--- config.mk ---
export PLATFORM = sky130hd
export DESIGN_NAME = ex_div_unit
export DESIGN_NICKNAME = d
export VERILOG_FILES = /design/src/rtl/ex_div_unit.sv
export SDC_FILE = /design/constraint.sdc
export NUM_CORES = 1
export LEC_CHECK = 0
export BUFFER_PORTS_ARGS = -buffer_cell sky130_fd_sc_hd__buf_2
export CAP_MARGIN = 20
export CORE_ASPECT_RATIO = 1.5
export CORE_MARGIN = 5
export CORE_UTILIZATION = 45
export DETAILED_ROUTE_END_ITERATION = 6
export SYNTH_ARGS = -nofsm -noshare
export SYNTH_HDL_FRONTEND = slang
export SYNTH_SLANG_ARGS = --single-unit
--- constraint.sdc ---
create_clock -name clk -period 5.9 [get_ports clk]
set_input_delay 0 -clock clk [delete_from_list [all_inputs] [get_ports clk]]
set_output_delay 0 -clock clk [all_outputs]
set_load 0.01 [all_outputs]
--- src/rtl/ex_div_unit.sv ---
// Iterative radix-2 restoring divider for MIPS div/divu in EX; 33 cycles from start to ready, 2 for a zero divisor.
// No backpressure: EX holds start_i until ready_o, and stallreq_o freezes the pipeline meanwhile.
module ex_div_unit #(
  parameter int WIDTH = 32,
  parameter int CNT_W = 6
) (
  input  logic               clk,
  input  logic               rst,
  input  logic               start_i,
  input  logic               signed_div_i,
  input  logic [WIDTH-1:0]   opdata1_i,
  input  logic [WIDTH-1:0]   opdata2_i,
  input  logic               annul_i,
  output logic [2*WIDTH-1:0] result_o,
  output logic               ready_o,
  output logic               stallreq_o
);

  localparam logic [1:0] S_FREE   = 2'b00;
  localparam logic [1:0] S_BYZERO = 2'b01;
  localparam logic [1:0] S_ON     = 2'b10;
  localparam logic [1:0] S_END    = 2'b11;

  logic [1:0]         state_q, state_d;
  logic [CNT_W-1:0]   cnt_q, cnt_d;
  logic [WIDTH-1:0]   dvd_q, dvd_d;
  logic [WIDTH-1:0]   dvs_q, dvs_d;
  logic [WIDTH-1:0]   rem_q, rem_d;
  logic               sign1_q, sign1_d;
  logic               sign2_q, sign2_d;
  logic               signed_q, signed_d;
  logic               ready_q, ready_d;
  logic [2*WIDTH-1:0] result_q, result_d;

  // Operand magnitudes, only meaningful in the cycle start_i is accepted
  logic             op1_neg, op2_neg;
  logic [WIDTH-1:0] op1_abs, op2_abs;

  assign op1_neg = signed_div_i & opdata1_i[WIDTH-1];
  assign op2_neg = signed_div_i & opdata2_i[WIDTH-1];
  assign op1_abs = op1_neg ? (~opdata1_i + 1'b1) : opdata1_i;
  assign op2_abs = op2_neg ? (~opdata2_i + 1'b1) : opdata2_i;

  // One restoring step: the shifted partial remainder is WIDTH+1 bits wide, so
  // the top bit of the subtraction is the borrow.
  logic [WIDTH:0]   shifted;
  logic [WIDTH:0]   trial;
  logic             qbit;
  logic [WIDTH-1:0] rem_step;
  logic [WIDTH-1:0] quo_step;
  logic             neg_quo;
  logic             neg_rem;
  logic [WIDTH-1:0] quo_fix;
  logic [WIDTH-1:0] rem_fix;
  logic [CNT_W-1:0] cnt_inc;

  assign shifted  = {rem_q, dvd_q[WIDTH-1]};
  assign trial    = shifted - {1'b0, dvs_q};
  assign qbit     = ~trial[WIDTH];
  assign rem_step = qbit ? trial[WIDTH-1:0] : shifted[WIDTH-1:0];
  assign quo_step = {dvd_q[WIDTH-2:0], qbit};
  assign cnt_inc  = cnt_q + 1'b1;

  // Sign correction; the most-negative / -1 case wraps to itself.
  assign neg_quo = signed_q & (sign1_q ^ sign2_q);
  assign neg_rem = signed_q & sign1_q;
  assign quo_fix = neg_quo ? (~quo_step + 1'b1) : quo_step;
  assign rem_fix = neg_rem ? (~rem_step + 1'b1) : rem_step;

  always_comb begin
    state_d  = state_q;
    cnt_d    = cnt_q;
    dvd_d    = dvd_q;
    dvs_d    = dvs_q;
    rem_d    = rem_q;
    sign1_d  = sign1_q;
    sign2_d  = sign2_q;
    signed_d = signed_q;
    ready_d  = ready_q;
    result_d = result_q;

    case (state_q)
      S_FREE: begin
        ready_d  = 1'b0;
        result_d = '0;
        if (start_i && !annul_i) begin
          if (opdata2_i == '0) begin
            state_d = S_BYZERO;
          end else begin
            state_d  = S_ON;
            dvd_d    = op1_abs;
            dvs_d    = op2_abs;
            rem_d    = '0;
            cnt_d    = '0;
            sign1_d  = opdata1_i[WIDTH-1];
            sign2_d  = opdata2_i[WIDTH-1];
            signed_d = signed_div_i;
          end
        end
      end

      S_BYZERO: begin
        if (annul_i) begin
          state_d = S_FREE;
        end else begin
          state_d  = S_END;
          ready_d  = 1'b1;
          result_d = '0;
        end
      end

      S_ON: begin
        if (annul_i) begin
          state_d  = S_FREE;
          ready_d  = 1'b0;
          result_d = '0;
        end else begin
          dvd_d = quo_step;
          rem_d = rem_step;
          cnt_d = cnt_inc;
          if (cnt_inc == CNT_W'(WIDTH)) begin
            state_d  = S_END;
            ready_d  = 1'b1;
            result_d = {rem_fix, quo_fix};
          end
        end
      end

      default: begin
        if (annul_i || !start_i) begin
          state_d  = S_FREE;
          ready_d  = 1'b0;
          result_d = '0;
        end
      end
    endcase
  end

  always_ff @(posedge clk) begin
    if (rst) begin
      state_q  <= S_FREE;
      cnt_q    <= '0;
      dvd_q    <= '0;
      dvs_q    <= '0;
      rem_q    <= '0;
      sign1_q  <= 1'b0;
      sign2_q  <= 1'b0;
      signed_q <= 1'b0;
      ready_q  <= 1'b0;
      result_q <= '0;
    end else begin
      state_q  <= state_d;
      cnt_q    <= cnt_d;
      dvd_q    <= dvd_d;
      dvs_q    <= dvs_d;
      rem_q    <= rem_d;
      sign1_q  <= sign1_d;
      sign2_q  <= sign2_d;
      signed_q <= signed_d;
      ready_q  <= ready_d;
      result_q <= result_d;
    end
  end

  assign result_o   = result_q;
  assign ready_o    = ready_q;
  assign stallreq_o = start_i & ~ready_q & ~annul_i;

endmodule

Word level (Yosys, flattened, before mapping)
Cells that the tools add are included.
{ "classes": {"reduce_logical": 12, "bitwise_logic": 15, "add_sub_neg": 6, "muxes": 34, "eq_ne": 8} }
{ "op_table": {"columns": ["operator", "count"], "rows": [
  ["$mux 32", 11],
  ["$mux 64", 4],
  ["$pmux 64 s3", 1],
  ["$add 32x1->32 const B", 4],
  ["$not 32->32", 4],
  ["$pmux 32 s2", 2],
  ["$sub 33x32->33", 1],
  ["$logic_not 32->1", 1],
  ["$mux 6", 3],
  ["$mux 2", 6],
  ["$pmux 6 s2", 1],
  ["$reduce_and 3->1", 3],
  ["$ne 2x2->1 const B", 4],
  ["$add 6x1->6 const B", 1],
  ["$and 1x1->1", 6],
  ["$eq 6x6->1 const B", 1],
  ["$pmux 2 s3", 1],
  ["$mux 1", 4],
  ["$not 1->1", 4],
  ["$reduce_and 4->1", 1],
  ["$reduce_bool 4->1", 1],
  ["$ne 3x3->1 const B", 1],
  ["$pmux 1 s3", 1],
  ["$eq 2x1->1 const B", 1],
  ["other kinds (7)", 8]
]} }
{ "totals": {"output_inout_bits": 66, "ff_bits": 172, "elab_cells": 85} }

Longest topological paths before layout
Gate-level depths: netlist of run 1.
{ "logic_depth": {"ltp_word": 8, "depth_mapped": 27, "ltp_nobuf": 24} }

Worst setup path after synthesis of run 1
OpenSTA, ideal clock, no wires.
{ "synth_path": {"path_kind": "reg-to-reg", "from": "register dvd_q[31]", "to": "register result_q[60], in the netlist result_o[60]", "arrival_ps": 5247, "required_time_ps": 5775, "n_path_buf": 3, "synth_period_minus_slack_ps": 5372, "stages_incl_launch_ff": 26, "path_slack_ps": 528, "cell_sequence": "dfxtp_1 -> inv_1 -> ha_1 -> fa_1 -> nand2b_2 -> a21oi_4 -> o21ai_4 -> o211ai_2 -> nand4_2 -> a21oi_2 -> nor2_8 -> inv_4 -> buf_2 -> buf_2 -> buf_2 -> o21ai_0 -> inv_1 -> ha_1 -> nand2_1 -> or4_1 -> or3_4 -> o41ai_4 -> or3b_1 -> o31ai_2 -> xnor2_1 -> o21ai_1"} }
{ "synth_via": {"elab_chain_len": 8} }
{ "synth_rtl": {"columns": ["element", "line_no", "source"], "rows": [
  ["start: declaration", "26", "logic [WIDTH-1:0] dvd_q, dvd_d;"],
  ["start signal: assignment", "154", "dvd_q <= dvd_d;"],
  ["$sub 33x32->33", "58", "assign trial = shifted - {1'b0, dvs_q};"],
  ["$mux 32 (*)", "60", "assign rem_step = qbit ? trial[WIDTH-1:0] : shifted[WIDTH-1:0];"],
  ["$not 32->32", "68", "assign rem_fix = neg_rem ? (~rem_step + 1'b1) : rem_step;"],
  ["$add 32x1->32", "68", null],
  ["$mux 32 (*)", "68", null],
  ["$mux 64 (*)", "121", "if (cnt_inc == CNT_W'(WIDTH)) begin"],
  ["$mux 64 (*)", "113", "if (annul_i) begin"],
  ["$pmux 64 s3 (*)", "82", "case (state_q)"],
  ["end signal: assignment", "161", "result_q <= result_d;"],
  ["end: declaration", "33", "logic [2*WIDTH-1:0] result_q, result_d;"]
]} }
Mark *: on every way between the ends. The rest lies on a longest branch, timed or not. The select of a mux whose other input is x is not followed.
A chain may end at the register's enable or synchronous reset.

Worst setup path in the final report of run 1
{ "layout_path": {"from": "register rem_q[16]", "to": "register result_q[60], in the netlist result_o[60]"} }
{ "layout_via": {"elab_chain_len": 8} }
{ "layout_rtl": {"columns": ["element", "line_no", "source"], "rows": [
  ["start: declaration", "28", "logic [WIDTH-1:0] rem_q, rem_d;"],
  ["start signal: assignment", "156", "rem_q <= rem_d;"],
  ["$sub 33x32->33", "58", null],
  ["$mux 32 (*)", "60", null],
  ["$not 32->32", "68", null],
  ["$add 32x1->32", "68", null],
  ["$mux 32 (*)", "68", null],
  ["$mux 64 (*)", "121", null],
  ["$mux 64 (*)", "113", null],
  ["$pmux 64 s3 (*)", "82", null]
]} }
Marks and branches as above.

==> results.py, run 1 <==
metrics = {
    "run_status": {
        "status": "finished clean",
    },
    "grt": {
        "grt-ovfl-total": 0,
        "grt_pass1_wl_microns": 63380,
        "grt_max_degree": 76,
        "antenna_found_initial": 0,
        "grt_use_total": 0.2690,
        "grt_pass1_vias": 11830,
    },
    "clock_tree": {
        "cts_tree": "done",
        "postCtsSetupBuffers": 0,
        "htreeDepth": 4,
        "clk_path_buf_depth": 2,
        "path_clk_slew_ns": 0.08,
        "cts.sinks": 172,
        "numCtsBuffers": 17,
        "clock_latency_ns": 0.47,
        "clockRootBuffer": "clkbuf_16",
    },
    "routing": {
        "drt_pre_antenna_iters": 5,
        "drtIter0Drc": 761,
        "viasPerCell": 5.779,
        "vias": 12010,
        "ant_nets": 0,
        "wl_per_cell_microns": 19.39,
        "drc_errors": 0,
        "wirelength_microns": 40280,
    },
    "timing": {
        "rsz0062_at_grt": "false",
        "finalCriticalPeriod_ns": 5.500,
        "finalClockSkew_ns": 0.01034,
        "slew_headroom": 0.3065,
        "slew_viol_final": 0,
        "hold_viol_final": 0,
        "tns_ns": 0,
        "final-setup-viol-count": 0,
        "min_period_over_period": 0.9322,
        "fmax_ghz": 0.1818,
        "worst_pin_slew_ns": 1.039,
    },
    "worst_setup_path": {
        "rr_worst_depth": 20,
        "slowest_stage": "nor3_4",
        "slowest_delay_ns": 0.51,
        "worst_ep_arrival_time_ns": 5.81,
        "critPathCaptureType": "flop",
        "critPathRequiredTime_ns": 6.21,
        "start_kind": "flop",
        "critPathMaxFanout": 10,
        "path_cells": "ha_1 > a21oi_1 > o21ai_2 > a211oi_2 > nor3b_2 > a211o_4 > nor3_4 > nor2_8 > inv_4 > nor2_1 > a21oi_1 > ha_1 > nand2_1 > or4_1 > or3_4 > o41ai_4 > or3b_1 > o31ai_2 > xnor2_1 > o21ai_1",
        "path_class": "reg -> reg",
    },
    "logic_synthesis": {
        "syn-num-nets": 1724,
        "synthCells": 1613,
        "ys_types": 90,
        "ys.flop_type": "dfxtp_1",
        "yosys_register_bits": 172,
        "synth_edf_count": 0,
        "ys_seq_area_frac": 0.2889,
        "async_reset_ff_frac": 0,
        "ys_warn_count": 0,
        "syn_area_sq_um": 11920,
        "postSynthAreaPerCell_sq_um": 7.390,
    },
    "finish": {
        "regArea_sq_um": 3443,
        "nets": 1839,
        "antenna_cells": 0,
        "nFillCells": 2645,
        "syn_to_final_growth_pct": 15.40,
        "utilization": 0.5229,
        "finalInstanceArea_sq_um": 13760,
        "drive_gt1_frac": 0.1384,
        "multiInputGateArea_sq_um": 7909,
    },
    "min_path": {
        "holdPathStages": 5,
        "holdCritPathClass": "in -> reg",
    },
    "pwr": {
        "leakagePower_nw": 5.376,
        "power_density_nw_per_um2": 269.0,
        "ir_drop_v": 0.0002189,
    },
    "die": {
        "io_pins": 135,
        "die_height_microns": 209.3,
        "start_util": 0.4531,
        "die_area_sq_um": 29910,
        "core_sq_um": 26310,
        "die_x_microns": 142.9,
        "row_count": 73,
    },
    "placed_design": {
        "numPortBuffers": 134,
        "gp_congestion": 0.9344,
        "dp_hpwl_microns": 30710,
        "dpl-instance-area_sq_um": 12780,
    },
    "flow_run": {
        "maxCapViolations": 0,
    },
}
Yosys cell counts, drive strengths merged, types with 21 or more instances:
master  count  area (sq um)
inv        51         193.9
nor3       39         206.5
a211oi     39         315.3
o31ai      23         182.7
nor4       21         131.4
o21ai     112         586.8
clkbuf     67         256.5
xor2       53         464.2
ha         41         513.0
xnor2      83         727.0
dfxtp     172          3443
nand3      31         155.2
a22oi      38         285.3
nand2     216         810.8
buf        26         135.1
a21oi     148         763.2
mux2i      21         210.2
nor2      218         839.6
power by group:
group,internal (W),switching [W]
clock network,0.000564,0.000574
logic,0.000431,0.000850
registers,0.00122,0.0000568
what timing repair did:
item	4_1_cts	5_1_grt
resized for setup	0	0
hold endpoints to repair	35	0
hold buffers	34	0
routing by layer:
metal  part of all wire  GRT usage  routed length [microns]  up-vias
met4              0.071     0.1797                     2869        0
met1               0.38     0.2804                    15110     5621
met2               0.51     0.4843                    20690      325
met5                  0          0                        0        -
met3              0.040    0.04627                     1610      111
li1                   -          -                        -     5952
registers in the layout, indices dropped and copies added, names as in the netlist:
name and cells:
signed_q 1, result_o 64, dvs_q 32, sign1_q 1, dvd_q 32, state_q 2, rem_q 32, ready_o 1
sign2_q 1, cnt_q 6
kinds of logic after synthesis:
kind of cell | Yosys count | synth area share
flops | 172 | 0.2889
fa+ha+maj | 42 | 0.04471
compound gates | 455 | 0.2481
xor+xnor | 136 | 0.09993
simple gates | 637 | 0.2459
buf+inv | 144 | 0.04912
mux | 27 | 0.02330
per-stage QoR:
stage          setup slack, ns  total power [W]  std cells  hold WS (ns)
2_1_floorplan           0.5280         0.002173       1613        0.1360
3_3_place_gp            0.6443         0.002546       2010        0.3056
3_5_place_dp            0.5284         0.002549       2010        0.3032
4_1_cts                 0.4861         0.003702       2076      0.005826
5_1_grt                 0.1147         0.003901       2078       0.03792
6_report                0.4002         0.003700       2078      0.006329
worst max-delay path, delay by kind of cell (launching register included):
family	cells	cell delay, ns
AOI/OAI and AO/OA	8	1.90
and+or+nand+nor	8	2.07
adders and majority gates	2	0.62
buffers and inverters	1	0.12
xor gates and xnor gates	1	0.15
DFF	1	0.47
area by class of cell:
cell class,instances,share of cell area
multi-input combinational,1297,0.5750
sequential,172,0.2503
timing repair buffer,189,0.08805
clock inverter,15,0.01101
inverter,51,0.01410
clock buffer,17,0.03093
tap,337,0.03065
placed cells by master (no fill, tap or decap), drive strengths merged, types with 4 or more instances in the layout:
master	count
a21oi	148
xnor2	83
nor3b	7
nor2	218
a21o	18
ha	41
nor3	39
mux2	6
clkbuf	17
nand2b	15
clkinv	6
o41ai	9
o31ai	23
or3	18
inv	60
or2	8
nand3	31
a311oi	7
mux2i	21
nor4	21
nand2	216
and3	9
xor2	53
dlygate4sd3	34
buf	155
o2111ai	4
and3b	4
o21ai	112
and2	12
or4	11
o211ai	12
a211oi	39
a22oi	38
nand4	14
a31oi	12
dfxtp	172
final timing paths:
| path | startpoint | end | slack [ns] |
|---|---|---|---|
| worst min-delay path | opdata1_i[22] | dvd_q[22] | 0.006 |
| worst max-delay path | rem_q[16] | result_o[60] | 0.40 |
| worst min register to register | dvs_q[26] | dvs_q[26] | 0.45 |
| worst max register to register | rem_q[16] | result_o[60] | 0.40 |
Note: power is estimated with default switching activity, not from simulation.
==> inputs of run 2 (changes only) <==
--- a/config.mk
+++ b/config.mk
@@ -5,6 +5,7 @@
 export SDC_FILE = /design/constraint.sdc
 export NUM_CORES = 1
 export LEC_CHECK = 0
+export ABC_AREA = 1
 export BUFFER_PORTS_ARGS = -buffer_cell sky130_fd_sc_hd__buf_2
 export CAP_MARGIN = 20
 export CORE_ASPECT_RATIO = 1.5
==> run 2 against run 1 <==
- worst setup slack improved by 0.83 ns
- core utilization rose by 0.33 points
- critical path depth rose by 5
- synthesized cell count rose by 31%
- wire length rose by 3.4%
- hold slack improved by 0.014 ns
- sequential power rose by 10%
- flip-flop and latch count did not move
- highest routed layer unchanged
- global-route usage fell by 1.1 points
==> results.py, run 2 <==
metrics = {
    "pwr": {
        "power_density_nw_per_um2": 291.8,
        "ir_drop_v": 0.0002140,
        "leakagePower_nw": 7.377,
    },
    "timing": {
        "final-setup-viol-count": 0,
        "tns_ns": 0,
        "fin_hold_ws_ns": 0.02028,
        "finalCriticalPeriod_ns": 4.669,
        "rsz0062_at_grt": "false",
        "slew_viol_final": 0,
        "hold_viol_final": 0,
        "worst_pin_slew_ns": 0.9981,
        "finalClockSkew_ns": 0.01296,
        "min_period_over_period": 0.7914,
        "slew_headroom": 0.3346,
        "fmax_ghz": 0.2142,
    },
    "logic_synthesis": {
        "syn-num-nets": 2220,
        "ys_warn_count": 0,
        "synthCells": 2109,
        "synth_top_area_frac": 0.2681,
        "synth_top_area_cell": "dfxtp_1",
        "synth_most_common_cell": "nand2_1",
        "synth_common_cells": "nand2_1 (596), inv_1 (268), a21oi_1 (220), nor2_1 (180), dfxtp_1 (172)",
        "yosys_register_bits": 172,
        "synthTopCellsByArea": "dfxtp_1 (27%), nand2_1 (17%), a21oi_1 (8.6%), inv_1 (7.8%), nand3_1 (5.4%)",
        "syn_area_sq_um": 12840,
        "ys.flop_type": "dfxtp_1",
        "ys_seq_area_frac": 0.2681,
        "synth_edf_count": 0,
        "async_reset_ff_frac": 0,
        "postSynthAreaPerCell_sq_um": 6.090,
        "ys_types": 49,
    },
    "grt": {
        "grt_max_degree": 92,
        "antenna_found_initial": 0,
        "grt_pass1_wl_microns": 66110,
        "grt-ovfl-total": 0,
        "grt_use_total": 0.2578,
        "grt_pass1_vias": 13310,
    },
    "routing": {
        "drt_pre_antenna_iters": 5,
        "wl_per_cell_microns": 16.01,
        "drc_errors": 0,
        "viasPerCell": 5.271,
        "drtIter0Drc": 740,
        "ant_nets": 0,
        "wirelength_microns": 41650,
        "vias": 13720,
    },
    "clock_tree": {
        "postCtsSetupBuffers": 0,
        "cts.sinks": 172,
        "clk_path_buf_depth": 2,
        "postCtsResizedCells": 0,
        "clock_latency_ns": 0.46,
        "path_clk_slew_ns": 0.07,
        "cts_tree": "done",
        "clockRootBuffer": "clkbuf_16",
        "htreeDepth": 4,
        "numCtsBuffers": 17,
    },
    "worst_setup_path": {
        "r2r_end": "result_o[30]",
        "path_class": "reg -> reg",
        "slowest_stage": "nor3_1",
        "timing.reg2reg.setup_slack_ns": 1.23,
        "worst_ep_arrival_time_ns": 5.05,
        "start_kind": "flop",
        "rr_worst_depth": 25,
        "critPathCaptureType": "flop",
        "critPathMostFrequentCell": "nand3_1",
        "critPathMaxFanout": 37,
        "r2r-start": "dvd_q[31]",
        "critPathRequiredTime_ns": 6.28,
        "slowest_delay_ns": 0.43,
    },
    "finish": {
        "antenna_cells": 0,
        "nFillCells": 2987,
        "drive_gt1_frac": 0.1139,
        "nets": 2354,
        "utilization": 0.5262,
        "largest_reg_flops": 64,
        "most-common-layout-cells": "nand2_1 (596), inv_1 (267), a21oi_1 (220), nor2_1 (178), dfxtp_1 (172)",
        "mostFrequentLayoutCell": "nand2_1",
        "syn_to_final_growth_pct": 14.95,
    },
    "die": {
        "row_count": 75,
        "start_util": 0.4578,
        "die_height_microns": 216.9,
        "io_pins": 135,
        "die_area_sq_um": 32090,
        "die_x_microns": 147.9,
        "core_sq_um": 28060,
    },
    "placed_design": {
        "dp_hpwl_microns": 32190,
        "numPortBuffers": 134,
        "gp_congestion": 0.9230,
    },
    "flow_run": {
        "maxCapViolations": 0,
    },
    "min_path": {
        "holdCritPathClass": "in -> reg",
        "holdPathStages": 5,
        "holdPathEnd": "dvs_q[29]",
        "hold_path_startpoint": "opdata2_i[29]",
    },
    "run_status": {
        "status": "finished clean",
    },
}
run 2: changes by cell type after synthesis, sizes merged, moves of 23 or more:
cell / delta
xnor2: -56
o21ai: +23
a21oi: +77
a22oi: -35
inv: +219
nand3: +110
nor2: -29
nand2: +423
run 2: area by class of cell:
class	instances	area [sq um]	share of cell area
Clock inverter	14	136.4	0.009237
Clock buffer	18	429.2	0.02907
Multi-Input combinational cell	1584	8025	0.5435
Tap cell	346	432.9	0.02932
Sequential cell	172	3443	0.2332
Inverter	273	1025	0.06940
Timing Repair Buffer	195	1274	0.08626
run 2: critical path: cells and delay by family (launching register included):
family | cells | cell delay [ns]
AO/OA/AOI/OAI | 4 | 0.78
buffers and inverters | 2 | 0.15
flip-flops | 1 | 0.33
adder cells (fa/ha/maj) | 3 | 0.89
AND/OR/NAND/NOR | 16 | 2.44
run 2: where the power goes:
group	total, W	switching, W	internal (W)	leakage (nW)
logic	0.00179	0.00123	0.000552	5.71
clock network	0.00111	0.000521	0.000588	0.267
registers	0.00141	0.000122	0.00129	1.40
run 2: per-stage QoR:
step                      instance area, sq um  instances  worst slack (ns)  power, W
final                                    14770       2602             1.231  0.004309
after global routing                     14770       2602            0.6052  0.004620
after detailed placement                 13680       2520             1.228  0.003195
after floorplan                          12840       2109             2.074  0.002706
after CTS                                14740       2601             1.196  0.004333
after global placement                   13680       2520             1.340  0.003183
run 2: layer usage:
metal | global-route usage | routed length [microns] | vias up
met1 | 0.2593 | 15210 | 6205
li1 | - | - | 7087
met4 | 0.1433 | 2292 | 0
met2 | 0.5068 | 22910 | 312
met3 | 0.02871 | 1237 | 111
met5 | 0 | 0 | -
run 2: kinds of logic after synthesis:
kind of cell    count (synthesis)  synth area share
compound gates                414            0.1759
flops                         172            0.2681
buf+inv                       353            0.1083
fa+ha+maj                      42           0.04150
xor+xnor                       71           0.04841
simple gates                 1057            0.3578
run 2: what timing repair did:
action | in CTS | in global routing
setup endpoints to repair | 0 | 0
hold buffers | 49 | 0
endpoints found under the hold margin | 66 | 0
run 2: how the worst max path moves through the flow:
stage	startpoint	end	slack [ns]	cells past startpoint
floorplan	dvd_q[31]	result_o[30]	2.07	26
global placement	dvd_q[31]	result_o[30]	1.34	25
detailed placement	dvd_q[31]	result_o[30]	1.23	25
CTS	dvd_q[31]	result_o[30]	1.20	25
global route	dvd_q[31]	result_o[30]	0.61	25
finish	dvd_q[31]	result_o[30]	1.23	25
==> inputs of run 3 (changes only) <==
--- a/config.mk
+++ b/config.mk
@@ -12,6 +12,7 @@
 export CORE_MARGIN = 5
 export CORE_UTILIZATION = 45
 export DETAILED_ROUTE_END_ITERATION = 6
+export PLACE_DENSITY = 0.66
 export SYNTH_ARGS = -nofsm -noshare
 export SYNTH_HDL_FRONTEND = slang
 export SYNTH_SLANG_ARGS = --single-unit
==> constraint.sdc (replaced) <==
create_clock -name clk -period 4.19 [get_ports clk]
set_input_delay 0 -clock clk [delete_from_list [all_inputs] [get_ports clk]]
set_output_delay 0 -clock clk [all_outputs]
set_load 0.01 [all_outputs]
==> run 3 against run 2 <==
- critical path depth rose by 1
- combinational power rose by 44%
- global-route usage fell by 0.17 points
- design area rose by 0.84%
- sequential share of layout area fell by 0.19 points
- hold slack got worse by 0.0029 ns
- wire length fell by 0.63%
- via count rose by 1.2%
- register-to-register slack got worse by 0.86 ns
- critical path type unchanged
==> results.py, run 3 (synthesis gave the netlist of run 2 again) <==
metrics = {
    "routing": {
        "vias": 13880,
        "wl_per_cell_microns": 15.86,
        "drt_pre_antenna_iters": 5,
        "drc_errors": 0,
        "drtIter0Drc": 647,
        "wirelength_microns": 41380,
        "viasPerCell": 5.321,
        "ant_nets": 0,
    },
    "finish": {
        "syn_to_final_growth_pct": 15.92,
        "mostFrequentLayoutCell": "nand2_1",
        "utilization": 0.5307,
        "drive_gt1_frac": 0.1220,
        "nets": 2360,
        "most-common-layout-cells": "nand2_1 (595), inv_1 (268), a21oi_1 (220), nor2_1 (178), dfxtp_1 (172)",
        "multiInputGateArea_sq_um": 8070,
        "largest_reg_flops": 64,
        "nFillCells": 2876,
        "regArea_sq_um": 3443,
    },
    "min_path": {
        "hold_path_startpoint": "opdata1_i[28]",
        "holdCritPathClass": "in -> reg",
    },
    "die": {
        "die_area_sq_um": 32090,
        "io_pins": 135,
        "die_height_microns": 216.9,
        "core_sq_um": 28060,
        "die_x_microns": 147.9,
        "row_count": 75,
        "start_util": 0.4578,
    },
    "worst_setup_path": {
        "critPathTopFamily": "simple AND/OR/NAND/NOR gates",
        "r2r-start": "dvd_q[31]",
        "worst_ep_arrival_time_ns": 4.16,
        "rr_worst_depth": 26,
        "path_class": "reg -> reg",
        "cp-endpoint": "result_o[18]",
        "critPathRequiredTime_ns": 4.53,
        "worst-path-stages": 26,
        "critPathMostFrequentCell": "nand2_1",
        "slowest_stage": "fa_1",
        "path_buf_inv": 3,
        "start_kind": "flop",
        "critPathCaptureType": "flop",
        "r2r_end": "result_o[18]",
        "crit_start": "dvd_q[31]",
        "slowest_delay_ns": 0.40,
        "critPathMaxFanout": 7,
        "timing.reg2reg.setup_slack_ns": 0.37,
    },
    "timing": {
        "rsz0062_at_grt": "false",
        "final-setup-viol-count": 0,
        "slew_headroom": 0.3059,
        "slew_viol_final": 0,
        "hold_viol_final": 0,
        "finalCriticalPeriod_ns": 3.817,
        "min_period_over_period": 0.9110,
        "tns_ns": 0,
        "worst_pin_slew_ns": 1.040,
        "finalClockSkew_ns": 0.01341,
        "fmax_ghz": 0.2620,
    },
    "grt": {
        "antenna_found_initial": 0,
        "grt-ovfl-total": 0,
        "grt_pass1_wl_microns": 66120,
        "grt_use_total": 0.2561,
        "grt_pass1_vias": 13460,
        "grt_max_degree": 83,
    },
    "flow_run": {
        "maxCapViolations": 0,
    },
    "clock_tree": {
        "clockRootBuffer": "clkbuf_16",
        "clk_path_buf_depth": 2,
        "clock_latency_ns": 0.45,
        "cts_tree": "done",
        "path_clk_slew_ns": 0.07,
        "numCtsBuffers": 17,
        "cts.sinks": 172,
        "htreeDepth": 4,
        "postCtsSetupBuffers": 0,
    },
    "placed_design": {
        "dp_hpwl_microns": 32320,
        "gp_congestion": 0.9681,
        "numPortBuffers": 134,
    },
    "run_status": {
        "status": "finished clean",
    },
    "pwr": {
        "leakagePower_nw": 7.465,
        "ir_drop_v": 0.0002922,
        "power_density_nw_per_um2": 416.9,
    },
}
==> run 3: cell types whose count changed in the layout (fill, tap and decap cells not counted), moves of 3 or more <==
cell / before / now
buf_4: 12 / 22
clkinvlp_4: 4 / 1
clkinv_2: 2 / 5
clkbuf_8: 0 / 5
dlygate4sd3_1: 49 / 44
==> run 3: final cells by class <==
class / count / area share
multi-input cells: 1584 / 0.5420
flip-flops and latches: 172 / 0.2313
repair buffers: 201 / 0.08807
inverters: 273 / 0.06882
clock buffers: 22 / 0.03319
well taps: 346 / 0.02908
clock inverters: 10 / 0.007395
diodes: 1 / 0.0001681
==> run 3: how the worst min path moves through the flow <==
stage / slack, ns / cells after the start / end
2_1_floorplan: 0.13 / 2 / sign2_q
3_3_place_gp: 0.30 / 3 / sign1_q
3_5_place_dp: 0.31 / 3 / sign1_q
4_1_cts: 0.0006 / 4 / dvd_q[28]
5_1_grt: 0.05 / 5 / dvd_q[13]
6_report: 0.02 / 4 / dvd_q[28]
==> run 3: through the flow <==
step	hold WS [ns]	setup WS [ns]	std cells	instance area [sq um]	total power, W
floorplan	0.1349	0.3636	2109	12840	0.003810
global placement	0.2983	0.1310	2532	13780	0.004488
detailed placement	0.3132	0.04139	2532	13780	0.004513
CTS	0.0005500	0.03831	2608	14830	0.006184
global route	0.05163	0.0005338	2608	14890	0.006620
finish	0.01737	0.3730	2609	14890	0.006207
==> run 3: worst min-delay path, stage by stage <==
cell and delay [ns]:
buf_2 0.11, xnor2_1 0.08, o21ai_0 0.16, a21oi_1 0.07
==> run 3: timing repair <==
action | CTS | global route
hold buffers | 44 | 0
endpoints found under the hold margin | 47 | 0
endpoints found under the setup margin | 1 | 29
resized for setup | 1 | 13
==> run 3: layer usage <==
| layer | track usage | routed length [microns] | share of wire | up-vias |
|---|---|---|---|---|
| li1 | - | - | - | 7085 |
| met1 | 0.2486 | 14880 | 0.36 | 6344 |
| met2 | 0.5093 | 22840 | 0.55 | 336 |
| met3 | 0.02726 | 1120 | 0.027 | 117 |
| met4 | 0.1541 | 2540 | 0.061 | 0 |
| met5 | 0 | 0 | 0 | - |
==> run 3: power by group <==
part	switching, W	internal, W
clock network	0.000683	0.000954
registers	0.000177	0.00182
logic	0.00176	0.000815
total	0.00262	0.00359
